[src/rtl/kugelblitz_axil_cfg_master.sv]
// AXI-Lite initiator for the Kugelblitz port config slave, one transaction in flight; optional watchdog under KG_AXIL_TIMEOUT_EN.
// Latency: cmd accept -> AXI valid +1 cycle -> slave reply -> rsp_valid +1 cycle (3 cycles min with a zero-wait slave).
// Backpressure: cmd_ready only in IDLE; rsp_* held stable until rsp_ready; AXI valids held until their ready.
module kugelblitz_axil_cfg_master #(
  parameter int AXIL_DATA_WIDTH = 32,
  parameter int AXIL_ADDR_WIDTH = 32,
  parameter int AXIL_STRB_WIDTH = AXIL_DATA_WIDTH/8,
  parameter int TIMEOUT_CYCLES  = 1024
) (
  input  logic                       kg_clk,
  input  logic                       kg_rst_n,
  input  logic                       cmd_valid,
  output logic                       cmd_ready,
  input  logic                       cmd_write,
  input  logic [AXIL_ADDR_WIDTH-1:0] cmd_addr,
  input  logic [AXIL_DATA_WIDTH-1:0] cmd_wdata,
  input  logic [AXIL_STRB_WIDTH-1:0] cmd_wstrb,
  output logic                       rsp_valid,
  input  logic                       rsp_ready,
  output logic                       rsp_write,
  output logic [AXIL_DATA_WIDTH-1:0] rsp_rdata,
  output logic [1:0]                 rsp_resp,
  output logic                       busy,
  output logic [AXIL_ADDR_WIDTH-1:0] kg_m_axil_awaddr,
  output logic [2:0]                 kg_m_axil_awprot,
  output logic                       kg_m_axil_awvalid,
  input  logic                       kg_m_axil_awready,
  output logic [AXIL_DATA_WIDTH-1:0] kg_m_axil_wdata,
  output logic [AXIL_STRB_WIDTH-1:0] kg_m_axil_wstrb,
  output logic                       kg_m_axil_wvalid,
  input  logic                       kg_m_axil_wready,
  input  logic [1:0]                 kg_m_axil_bresp,
  input  logic                       kg_m_axil_bvalid,
  output logic                       kg_m_axil_bready,
  output logic [AXIL_ADDR_WIDTH-1:0] kg_m_axil_araddr,
  output logic [2:0]                 kg_m_axil_arprot,
  output logic                       kg_m_axil_arvalid,
  input  logic                       kg_m_axil_arready,
  input  logic [AXIL_DATA_WIDTH-1:0] kg_m_axil_rdata,
  input  logic [1:0]                 kg_m_axil_rresp,
  input  logic                       kg_m_axil_rvalid,
  output logic                       kg_m_axil_rready
);

  typedef enum logic [2:0] {IDLE, WR_REQ, WR_RESP, RD_REQ, RD_DATA, RESP} state_t;

  state_t state, state_nxt;
  logic   cmd_acc;
  logic   aw_done, w_done;
  logic   in_wait;
  logic   tmo;

  if (TIMEOUT_CYCLES < 2) begin : g_tmo_chk
    $error("TIMEOUT_CYCLES must be at least 2");
  end

  assign cmd_acc = cmd_valid & cmd_ready;
  assign aw_done = ~kg_m_axil_awvalid | kg_m_axil_awready;
  assign w_done  = ~kg_m_axil_wvalid  | kg_m_axil_wready;
  assign in_wait = (state == WR_REQ) || (state == WR_RESP) ||
                   (state == RD_REQ) || (state == RD_DATA);

  assign rsp_valid        = (state == RESP);
  assign busy             = (state != IDLE);
  assign kg_m_axil_bready = (state == WR_RESP);
  assign kg_m_axil_rready = (state == RD_DATA);
  assign kg_m_axil_awprot = 3'b000;
  assign kg_m_axil_arprot = 3'b000;

`ifdef KG_AXIL_TIMEOUT_EN
  localparam int CW = $clog2(TIMEOUT_CYCLES);
  logic [CW-1:0] tmo_cnt;

  assign tmo = in_wait && (tmo_cnt == CW'(TIMEOUT_CYCLES - 1));

  always_ff @(posedge kg_clk or negedge kg_rst_n) begin
    if (!kg_rst_n) begin
      tmo_cnt <= '0;
    end else if (cmd_acc) begin
      tmo_cnt <= '0;
    end else if (in_wait) begin
      tmo_cnt <= tmo_cnt + 1'b1;
    end
  end
`else
  assign tmo = 1'b0;
`endif

  // Handshake completion is tested before the watchdog so a reply in the expiry cycle wins.
  always_comb begin
    state_nxt = state;
    case (state)
      IDLE:    if (cmd_acc) state_nxt = cmd_write ? WR_REQ : RD_REQ;
      WR_REQ:  if (aw_done && w_done) state_nxt = WR_RESP;
               else if (tmo)          state_nxt = RESP;
      WR_RESP: if (kg_m_axil_bvalid || tmo) state_nxt = RESP;
      RD_REQ:  if (kg_m_axil_arready)  state_nxt = RD_DATA;
               else if (tmo)           state_nxt = RESP;
      RD_DATA: if (kg_m_axil_rvalid || tmo) state_nxt = RESP;
      RESP:    if (rsp_ready) state_nxt = IDLE;
      default: state_nxt = IDLE;
    endcase
  end

  always_ff @(posedge kg_clk or negedge kg_rst_n) begin
    if (!kg_rst_n) begin
      state             <= IDLE;
      cmd_ready         <= 1'b0;
      kg_m_axil_awaddr  <= '0;
      kg_m_axil_awvalid <= 1'b0;
      kg_m_axil_wdata   <= '0;
      kg_m_axil_wstrb   <= '0;
      kg_m_axil_wvalid  <= 1'b0;
      kg_m_axil_araddr  <= '0;
      kg_m_axil_arvalid <= 1'b0;
      rsp_write         <= 1'b0;
      rsp_rdata         <= '0;
      rsp_resp          <= 2'b00;
    end else begin
      state     <= state_nxt;
      cmd_ready <= (state_nxt == IDLE);

      if (kg_m_axil_awvalid && kg_m_axil_awready) kg_m_axil_awvalid <= 1'b0;
      if (kg_m_axil_wvalid  && kg_m_axil_wready)  kg_m_axil_wvalid  <= 1'b0;
      if (kg_m_axil_arvalid && kg_m_axil_arready) kg_m_axil_arvalid <= 1'b0;
      // Reaching RESP with a valid still up only happens on watchdog expiry.
      if (state_nxt == RESP) begin
        kg_m_axil_awvalid <= 1'b0;
        kg_m_axil_wvalid  <= 1'b0;
        kg_m_axil_arvalid <= 1'b0;
      end

      if (cmd_acc) begin
        if (cmd_write) begin
          kg_m_axil_awaddr  <= cmd_addr;
          kg_m_axil_wdata   <= cmd_wdata;
          kg_m_axil_wstrb   <= cmd_wstrb;
          kg_m_axil_awvalid <= 1'b1;
          kg_m_axil_wvalid  <= 1'b1;
        end else begin
          kg_m_axil_araddr  <= cmd_addr;
          kg_m_axil_arvalid <= 1'b1;
        end
      end

      if (state == WR_RESP && kg_m_axil_bvalid) begin
        rsp_write <= 1'b1;
        rsp_rdata <= '0;
        rsp_resp  <= kg_m_axil_bresp;
      end else if (state == RD_DATA && kg_m_axil_rvalid) begin
        rsp_write <= 1'b0;
        rsp_rdata <= kg_m_axil_rdata;
        rsp_resp  <= kg_m_axil_rresp;
      end else if (in_wait && state_nxt == RESP) begin
        rsp_write <= (state == WR_REQ) || (state == WR_RESP);
        rsp_rdata <= '0;
        rsp_resp  <= 2'b11;
      end
    end
  end

endmodule

[config.mk]
export PLATFORM = sky130hd
export DESIGN_NAME = kugelblitz_axil_cfg_master
export DESIGN_NICKNAME = d
export VERILOG_FILES = /design/src/rtl/kugelblitz_axil_cfg_master.sv
export SDC_FILE = /design/constraint.sdc
export NUM_CORES = 1
export LEC_CHECK = 0
export ABC_AREA = 1
export BUFFER_PORTS_ARGS = -buffer_cell sky130_fd_sc_hd__buf_2
export CAP_MARGIN = 20
export CORE_ASPECT_RATIO = 1.4
export CORE_UTILIZATION = 50
export CTS_BUF_LIST = sky130_fd_sc_hd__clkbuf_16
export DETAILED_ROUTE_END_ITERATION = 10
export GPL_TIMING_DRIVEN = 1
export PLACE_DENSITY = 0.83
export SLEW_MARGIN = 5
export SYNTH_ARGS = -nofsm -noshare
export SYNTH_HDL_FRONTEND = slang
export SYNTH_SLANG_ARGS = --single-unit
[constraint.sdc]
create_clock -name kg_clk -period 2.3 [get_ports kg_clk]
set_input_delay 0.23 -clock kg_clk [delete_from_list [all_inputs] [get_ports kg_clk]]
set_output_delay 0.23 -clock kg_clk [all_outputs]
set_load 0.05 [all_outputs]
==> flow_metrics.py <==
metrics = {
    "outcome": {
        "run_status": "finished clean",
    },
    "sta": {
        "timing.setup.tns_ns": 0,
        "finalSetupViolations": 0,
        "rsz0062_at_grt": "no",
        "worst_slew_margin_rel_pct": 51.2,
        "clock_skew_ns": 0.00565,
        "timing_worst_slew_pin_value_ns": 0.733,
        "layout_min_cycle_time_ns": 1.73,
        "maxSlewViolCount": 0,
        "fin_ws_ns": 0.566,
        "min_period_over_period_pct": 75.4,
        "finalHoldViolations": 0,
        "max_clock_freq_mhz": 577,
    },
    "floorplan": {
        "initial_core_util_pct": 51.9,
        "row_count": 44,
        "die_area_mm2": 0.0113,
        "core_region_area_mm2": 0.0105,
        "fp.dieW_um": 90.1,
        "chipHeight_um": 125,
        "io-pin-count": 263,
    },
    "hold_path": {
        "min_delay_worst_endpoint": "rsp_rdata[27]",
        "hold_class": "primary input to register",
        "min_delay_path_depth": 2,
        "hold_path.startpoint": "kg_m_axil_rdata[27]",
    },
    "clock_network": {
        "ctsRootBufferMaster": "clkbuf_16",
        "numCtsBuffers": 17,
        "cts_tree": "yes",
        "post_cts_resized": 0,
        "path_clk_slew_ns": 0.06,
        "post_cts.repair.setup_buffers": 0,
        "cts.htree.levels": 4,
        "cts-hold-fix-buffers": 1,
        "worstSkewPairLatency_ns": 0.40,
        "ctsLongestPathBuffers": 2,
        "clock_sink_count": 142,
    },
    "global_route": {
        "grt_overflow": 0,
        "antenna_found_initial": 0,
        "grt_pass1_vias": 4454,
        "grt_max_degree": 77,
        "grt_usage_pct": 24.1,
        "global_route_wire_length_before_repair_mm": 21.2,
    },
    "place": {
        "place_area_mm2": 0.00678,
        "pre_cts_slack_ns": 0.610,
        "numPortBuffers": 256,
        "dpl.hpwl_mm": 9.64,
        "routabilityCongestion": 0.824,
    },
    "route": {
        "post_drt_wl_per_cell_um": 15.0,
        "wl_mm": 13.2,
        "drc_errors": 0,
        "detailroute.via_count": 4336,
        "firstDrtPassIters": 4,
        "drt_iter0_drc": 152,
        "ant_nets": 0,
        "detail_route.vias_per_cell": 4.96,
    },
    "synth": {
        "yosys_most_used_dff": "dfrtp_1",
        "syn_avg_cell_area_um2": 11.6,
        "post_synth_inst_count": 469,
        "yosys_warnings": 0,
        "ys_ff_latch": 142,
        "asyncSetResetFlopFracSynth_pct": 100,
        "synth.cell_area_mm2": 0.00543,
        "synth_enable_flop_cells": 0,
        "synth.distinct_cells": 25,
        "synth_seq_area_share_pct": 65.4,
    },
    "critical_path": {
        "worstPathRequired_ns": 2.07,
        "timing.critical_path.to_type": "output port",
        "worst-setup-path-type": "register to output port",
        "crit_arrival_ns": 1.50,
        "start_kind": "register",
        "worstRegToRegCells": 6,
        "rrSetupSlack_ns": 0.63,
        "critical_path.reg2reg.endpoint": "kg_m_axil_awaddr[24]",
        "regToRegStartpoint": "cmd_ready",
        "timing.critical_path.from": "state[1]",
        "worstPathMaxFanout": 7,
    },
    "layout": {
        "fillerInstances": 786,
        "synthToLayoutAreaGrowth_pct": 36.0,
        "fin_util_pct": 70.7,
        "design_area_mm2": 0.00739,
        "multi_input_area_mm2": 0.00151,
        "proportion_of_layout_cells_with_a_drive_suffix_above_1_pct": 45.9,
        "layout.area.seq_mm2": 0.00355,
        "num_antenna_cells": 0,
        "layout.nets": 837,
    },
    "flow_run": {
        "drv_cap": 0,
    },
}
sequential cells by signal, summed over array words and instances, names as in the netlist:
register           flops
kg_m_axil_wdata       32
rsp_write              1
rsp_rdata             32
state                  3
kg_m_axil_araddr      32
kg_m_axil_wstrb        4
cmd_ready              1
kg_m_axil_awvalid      1
kg_m_axil_arvalid      1
rsp_resp               2
kg_m_axil_awaddr      32
kg_m_axil_wvalid       1
placed cells by master, fill, tap and decap left out, drive strengths merged:
master       count
dlygate4sd3      1
o22ai            2
o21ai           64
clkinvlp         4
nor3             4
bufinv           3
nor2            10
nand3            3
a22o            32
conb             6
inv             53
clkbuf          17
mux2            36
nand4            6
dfrtp          142
buf            261
nand2           86
clkinv           6
cell families (layout without fill, tap and decap cells):
| family | count (synthesis) | count (layout) | share of synthesized area (%) |
|---|---|---|---|
| simple gates | 109 | 109 | 8.54 |
| compound gates | 98 | 98 | 11.3 |
| other cells | 1 | 6 | 0.0690 |
| mux | 36 | 36 | 7.46 |
| flops | 142 | 142 | 65.4 |
| buf+inv | 83 | 345 | 7.25 |
worst max-delay path, stage by stage, from the launching register on:
cell and delay (ns):
dfrtp_1 0.48, inv_2 0.07, nor3_1 0.22, buf_2 0.33
metrics by stage:
stage / std cells / hold slack [ns]
after floorplan: 474 / -0.0656
after global placement: 841 / 0.249
after detailed placement: 841 / 0.253
after CTS: 874 / 0.0288
after global routing: 874 / 0.0351
final: 874 / 0.0470
cells in the mapped netlist (2+ instances only):
cell	number	area [µm²]
dfrtp_1	142	3550
nand2_1	83	312
o21ai_0	64	320
inv_1	48	180
mux2_2	36	405
a22o_1	32	280
buf_4	11	82.6
clkbuf_1	9	33.8
nor2_1	9	33.8
buf_2	7	35.0
nand4_1	5	31.3
buf_6	4	45.0
nor3_1	3	15.0
inv_2	2	7.51
nand2_2	2	12.5
nand3_1	2	10.0
o22ai_1	2	12.5
final cells by class:
| class | instances | share of cell area, % |
|---|---|---|
| clock buffer | 17 | 5.76 |
| timing repair buffer | 262 | 18.4 |
| sequential | 142 | 48.1 |
| tap | 138 | 2.34 |
| clock inverter | 15 | 2.34 |
| multi-input combinational | 249 | 20.5 |
| inverter | 51 | 2.62 |
per-layer routing:
metal / GRT usage, % / vias to the layer above / share of wire (%)
met2: 41.9 / 227 / 52
met1: 27.2 / 2042 / 38
met4: 10.5 / 0 / 2.3
li1: - / 2039 / -
met5: 0 / - / 0
met3: 7.48 / 28 / 7.9
worst max-delay path by stage:
| stage | to | slack, ns | cells past startpoint |
|---|---|---|---|
| 3_3_place_gp | kg_m_axil_awaddr[25] | 0.72 | 5 |
| 5_1_grt | kg_m_axil_bready | 0.42 | 3 |
| 6_report | kg_m_axil_bready | 0.57 | 3 |
| 2_1_floorplan | cmd_ready | 0.25 | 5 |
| 3_5_place_dp | kg_m_axil_awaddr[3] | 0.61 | 6 |
| 4_1_cts | kg_m_axil_bready | 0.54 | 3 |
Power is left out: the tool's default activity adds up to more than one toggle a clock period on the data nets, which glitch-free logic cannot reach.
